<file path="config.mk">
export PLATFORM = sky130hd
export DESIGN_NAME = int_divider
export DESIGN_NICKNAME = d
export VERILOG_FILES = /design/src/rtl/int_divider.sv
export SDC_FILE = /design/constraint.sdc
export NUM_CORES = 1
export LEC_CHECK = 0
export BUFFER_PORTS_ARGS = -buffer_cell sky130_fd_sc_hd__buf_2
export CAP_MARGIN = 5
export CORE_MARGIN = 3
export CORE_UTILIZATION = 54
export DETAILED_ROUTE_END_ITERATION = 16
export PLACE_DENSITY_LB_ADDON = 0.3
export SYNTH_ARGS = -nofsm -noshare
export SYNTH_HDL_FRONTEND = slang
export SYNTH_SLANG_ARGS = --single-unit
</file>
<file path="constraint.sdc">
create_clock -name clk -period 4 [get_ports clk]
set_clock_uncertainty 0.2 [all_clocks]
set_input_delay 0.2 -clock clk [delete_from_list [all_inputs] [get_ports clk]]
set_output_delay 0.2 -clock clk [all_outputs]
set_load 0.005 [all_outputs]
</file>
<file path="src/rtl/int_divider.sv">
// Iterative radix-2 RV32M divider for the DIV execution pipe: one quotient bit per cycle,
// one operation in flight, and the result is held until writeback takes it.
module int_divider #(
    parameter int XLEN         = 32,
    parameter bit FAST_SPECIAL = 1'b1
) (
    input  logic              clk,
    input  logic              rst,
    input  logic              ix_div_valid_i,
    output logic              ix_div_ready_o,
    input  logic [2*XLEN+6:0] ix_div_i,
    output logic              div_wb_valid_o,
    input  logic              div_wb_ready_i,
    output logic [XLEN+4:0]   div_wb_o
);

    localparam int               CNT_W    = $clog2(XLEN);
    localparam logic [CNT_W-1:0] LAST_CNT = CNT_W'(XLEN - 1);
    localparam logic [XLEN-1:0]  INT_MIN  = {1'b1, {(XLEN-1){1'b0}}};

    typedef enum logic [1:0] {
        S_IDLE,
        S_CALC,
        S_FIXUP,
        S_DONE
    } state_t;

    state_t r_state;
    state_t w_state_next;

    // Issue payload: {rd, rs1, rs2, div_control}; div_control = {is_rem, is_unsigned}.
    logic [4:0]      w_rd;
    logic [XLEN-1:0] w_rs1;
    logic [XLEN-1:0] w_rs2;
    logic            w_is_unsigned;
    logic            w_is_rem;

    assign w_rd          = ix_div_i[2*XLEN+6 -: 5];
    assign w_rs1         = ix_div_i[2*XLEN+1 -: XLEN];
    assign w_rs2         = ix_div_i[XLEN+1 -: XLEN];
    assign w_is_unsigned = ix_div_i[0];
    assign w_is_rem      = ix_div_i[1];

    logic            w_neg1;
    logic            w_neg2;
    logic [XLEN-1:0] w_abs1;
    logic [XLEN-1:0] w_abs2;
    logic            w_div_zero;
    logic            w_overflow;
    logic            w_special;
    logic [XLEN-1:0] w_special_res;
    logic            w_accept;

    assign w_neg1     = ~w_is_unsigned & w_rs1[XLEN-1];
    assign w_neg2     = ~w_is_unsigned & w_rs2[XLEN-1];
    assign w_abs1     = w_neg1 ? -w_rs1 : w_rs1;
    assign w_abs2     = w_neg2 ? -w_rs2 : w_rs2;
    assign w_div_zero = (w_rs2 == '0);
    assign w_overflow = ~w_is_unsigned & (w_rs1 == INT_MIN) & (&w_rs2);
    assign w_special  = FAST_SPECIAL & (w_div_zero | w_overflow);
    assign w_accept   = ix_div_valid_i & ix_div_ready_o;

    // Overflow DIV returns INT_MIN, which is rs1 itself.
    always_comb begin
        w_special_res = '0;
        if (w_div_zero) begin
            w_special_res = w_is_rem ? w_rs1 : '1;
        end else begin
            w_special_res = w_is_rem ? '0 : w_rs1;
        end
    end

    logic [4:0]       r_rd;
    logic             r_is_rem;
    logic             r_neg_q;
    logic             r_neg_r;
    logic [XLEN-1:0]  r_dvd;
    logic [XLEN-1:0]  r_dvs;
    logic [XLEN-1:0]  r_rem;
    logic [CNT_W-1:0] r_count;
    logic [XLEN+4:0]  r_wb_data;

    // The shifted partial remainder needs XLEN+1 bits for the compare; the low XLEN bits of
    // the difference are exact because an accepted difference is always below the divisor.
    logic [XLEN:0]   w_rem_shift;
    logic            w_ge;
    logic [XLEN-1:0] w_diff;
    logic [XLEN-1:0] w_rem_next;
    logic [XLEN-1:0] w_result;

    assign w_rem_shift = {r_rem, r_dvd[XLEN-1]};
    assign w_ge        = (w_rem_shift >= {1'b0, r_dvs});
    assign w_diff      = w_rem_shift[XLEN-1:0] - r_dvs;
    assign w_rem_next  = w_ge ? w_diff : w_rem_shift[XLEN-1:0];
    assign w_result    = r_is_rem ? (r_neg_r ? -r_rem : r_rem)
                                  : (r_neg_q ? -r_dvd : r_dvd);

    // NOTE: sequential state uses non-blocking assignments so every register samples
    // pre-edge values regardless of process evaluation order.
    always_ff @(posedge clk) begin
        if (rst) begin
            r_state <= S_IDLE;
        end else begin
            r_state <= w_state_next;
        end
    end

    // NOTE: every signal driven here gets a default first, so no path can infer a latch.
    always_comb begin
        w_state_next   = r_state;
        ix_div_ready_o = 1'b0;
        div_wb_valid_o = 1'b0;
        case (r_state)
            S_IDLE: begin
                ix_div_ready_o = ~rst;
                if (w_accept) begin
                    w_state_next = w_special ? S_DONE : S_CALC;
                end
            end
            S_CALC: begin
                if (r_count == LAST_CNT) begin
                    w_state_next = S_FIXUP;
                end
            end
            S_FIXUP: begin
                w_state_next = S_DONE;
            end
            S_DONE: begin
                div_wb_valid_o = 1'b1;
                if (div_wb_ready_i) begin
                    w_state_next = S_IDLE;
                end
            end
            default: begin
                w_state_next = S_IDLE;
            end
        endcase
    end

    always_ff @(posedge clk) begin
        if (rst) begin
            r_rd      <= '0;
            r_is_rem  <= 1'b0;
            r_neg_q   <= 1'b0;
            r_neg_r   <= 1'b0;
            r_dvd     <= '0;
            r_dvs     <= '0;
            r_rem     <= '0;
            r_count   <= '0;
            r_wb_data <= '0;
        end else begin
            case (r_state)
                S_IDLE: begin
                    if (w_accept) begin
                        r_rd     <= w_rd;
                        r_is_rem <= w_is_rem;
                        // A zero divisor yields all-ones magnitude that must not be negated.
                        r_neg_q  <= (w_neg1 ^ w_neg2) & ~w_div_zero;
                        r_neg_r  <= w_neg1;
                        r_dvd    <= w_abs1;
                        r_dvs    <= w_abs2;
                        r_rem    <= '0;
                        r_count  <= '0;
                        if (w_special) begin
                            r_wb_data <= {w_rd, w_special_res};
                        end
                    end
                end
                S_CALC: begin
                    r_rem   <= w_rem_next;
                    r_dvd   <= {r_dvd[XLEN-2:0], w_ge};
                    r_count <= (r_count == LAST_CNT) ? '0 : r_count + 1'b1;
                end
                S_FIXUP: begin
                    r_wb_data <= {r_rd, w_result};
                end
                default: begin
                end
            endcase
        end
    end

    assign div_wb_o = r_wb_data;

    a_hold_under_backpressure: assert property (
        @(posedge clk) disable iff (rst)
        (div_wb_valid_o && !div_wb_ready_i) |=> (div_wb_valid_o && $stable(div_wb_o))
    );

    a_ready_valid_exclusive: assert property (
        @(posedge clk) !(ix_div_ready_o && div_wb_valid_o)
    );

endmodule

</file>
==> impl_metrics.tcl <==
set metrics [dict create \
    outcome "completed" \
    n_antenna_cell 0 \
    async_flop_share 0 \
    antenna_found_initial 1 \
    p_leak_nw 5.070 \
    core_area_um2 19850 \
    grt-ovfl-total 0 \
    cap_violations 0 \
    clkTransAtPathRegs_ns 0.07 \
    slew_viol_final 0 \
    synth_seq_cells 148 \
    path_class "input port to flop" \
    fmax_mhz 265.2 \
    route.detailed.wl_per_inst_um 17.86 \
    multi_input_area_um2 7536 \
    grt_pass1_vias 10800 \
    synth.distinct_cells 71 \
    io_buffers 113 \
    grt_pass1_wl_um 53720 \
    synth-main-ff-cell "dfxtp_1" \
    vias 11630 \
    required_ns 4.09 \
    fin_setup_tns_ns 0 \
    syn2layout_area_growth_pct 15.39 \
    max_slew_margin 0.1576 \
    final_util 0.6455 \
    vdd_drop_max_v 0.0004149 \
    drt_iter0_markers 1149 \
    grt_util_all_layers 0.2963 \
    htreeDepth 4 \
    synth_edf_count 0 \
    nets 1722 \
    rows 51 \
    clockBufferDepth 2 \
    powerDensity_nw_per_um2 416.7 \
    clk_latency_ns 0.44 \
    critPathMaxFanout 55 \
    cts_tree "done" \
    post_cts_buffers 0 \
    clock-root-buffer "clkbuf_16" \
    dr.pass1.iters 8 \
    vias_per_cell 6.185 \
    fillers 1753 \
    grt_max_degree 67 \
    dp.final_hpwl_um 24260 \
    fin_hold_ws_ns 0.01447 \
    fin_crit_sh 0.9427 \
    synth_area_leader_cell "dfxtp_1" \
    gp_congestion 0.9951 \
    worstPathArrival_ns 3.86 \
    rsz0062_at_grt "false" \
    power.total_mw 5.338 \
    ys_seq_area_frac 0.2669 \
    final_cell_mix "nand2_1, dfxtp_1, a21oi_1" \
    yosysWarningCount 0 \
    timing.final.crit_period_ns 3.771 \
    syn_area_um2 11100 \
    start_util 0.5594 \
    cp-end-kind "flop" \
    design_area_um2 12810 \
    setup_viol 0 \
    ant_nets 0 \
    synthTopCellsByArea "dfxtp_1, a21oi_1, o21ai_0, xnor2_1, nand2_1" \
    regArea_um2 2963 \
    ios 114 \
    tightestPinTransition_ns 1.259 \
    synth_fp_nets 1625 \
    layout_commonest_cell "nand2_1" \
    dieArea_um2 22320 \
    hold_viol_final 0 \
    die_w_um 149.4 \
    place_area_um2 11840 \
    numCtsBuffers 17 \
    hold_class "input port to flop" \
    cts.sinks 148 \
    netlist_instances 1505 \
    drive_gt1_frac 0.1207 \
    drc 0 \
    synth_top_area_share 0.2669 \
    avgSynthCellArea_um2 7.377 \
    totalWireLength_um 33580 \
    die_h_um 149.4 \
    worst_setup_path_start_kind "input port" \
]
==> synthesized netlist by cell type (6+ instances only) <==
cell type,n
a211oi_1,26
a21o_1,17
a21oi_1,142
a22o_1,16
a31oi_1,8
a32oi_1,13
and2_1,8
buf_2,9
clkbuf_1,81
dfxtp_1,148
ha_1,44
inv_1,60
maj3_1,13
mux2i_1,13
nand2_1,180
nand2b_1,12
nand3_1,35
nand4_1,16
nor2_1,120
nor2b_1,6
nor3_1,36
nor4_1,10
o211ai_1,15
o21a_1,6
o21ai_0,141
o21bai_1,6
o22ai_1,12
o311ai_0,6
o31ai_1,37
o41ai_1,16
or2_2,6
or3_1,18
or4_1,13
xnor2_1,80
xor2_1,66
==> worst paths after layout <==
path / start / endpoint / slack (ns) / cells after the start
max: ix_div_i[59] / div_wb_o[8]$_SDFFE_PP0P_ / 0.23 / 11
min: ix_div_i[32] / r_dvs[30]$_SDFFE_PP0P_ / 0.01 / 4
max reg2reg: r_rem[8]$_SDFFE_PP0P_ / r_rem[27]$_SDFFE_PP0P_ / 0.62 / 10
min reg2reg: r_rd[4]$_SDFFE_PP0P_ / r_rd[4]$_SDFFE_PP0P_ / 0.26 / 2
==> layer usage <==
layer / GRT usage / vias up / wire length, um
met1: 0.3966 / 5397 / 14230
met2: 0.4817 / 507 / 15450
met4: 0.1112 / 0 / 1160
li1: - / 5627 / -
met3: 0.04831 / 96 / 2726
met5: 0 / - / 0
==> flip-flops by register name, summed over array words and instances (netlist names) <==
signal    cells
div_wb_o     37
r_dvd        32
r_dvs        32
r_rem        32
r_count       5
r_rd          5
r_state       2
r_is_rem      1
r_neg_q       1
r_neg_r       1
==> repair_timing <==
| action | 4_1_cts | 5_1_grt |
|---|---|---|
| setup endpoints to repair | 0 | 0 |
| resized for setup | 0 | 0 |
| hold buffers | 39 | 0 |
| endpoints found under the hold margin | 44 | 0 |
==> kinds of logic (layout without fill, tap and decap cells) <==
kind of cell             Yosys count  in the layout  share of synthesized area
AO/OA/AOI/OAI                    497            497                     0.2814
multiplexers                      13             13                    0.01172
flip-flops                       148            148                     0.2669
adder cells (fa/ha/maj)           58             58                    0.06311
buffers and inverters            161            271                    0.05680
AND/OR/NAND/NOR                  482            482                     0.2049
XOR/XNOR                         146            146                     0.1152
==> report_power, final <==
part	switching, mW	leakage, nW	internal (mW)
sequential	0.145	1.20	1.63
clock	0.714	0.280	0.890
combinational	1.24	3.59	0.722
total	2.10	5.07	3.24
==> metrics by stage <==
| step | setup WS [ns] | instances |
|---|---|---|
| after floorplan | 0.9902 | 1505 |
| after global placement | 0.5274 | 1809 |
| after detailed placement | 0.3458 | 1809 |
| after CTS | 0.3516 | 1880 |
| after global routing | 0.1510 | 1880 |
| final | 0.2290 | 1880 |
==> area by class of cell <==
| class | count | share of cell area |
|---|---|---|
| clock buffer | 18 | 0.03428 |
| clock inverter | 14 | 0.01123 |
| inverter | 63 | 0.01846 |
| multi-input combinational | 1196 | 0.5882 |
| sequential | 148 | 0.2313 |
| tap | 265 | 0.02588 |
| timing repair buffer | 176 | 0.09063 |
==> critical path: stages <==
cell and delay (ns):
dlygate4sd3_1 0.53, buf_2 0.17, or4_1 0.60, nor4_1 0.53
nand4_1 0.32, o21ai_1 0.31, nand2_1 0.16, o21ai_4 0.47
o311ai_0 0.31, o21ai_0 0.16, nor2_1 0.08
Note: power is estimated with default switching activity, not from simulation.
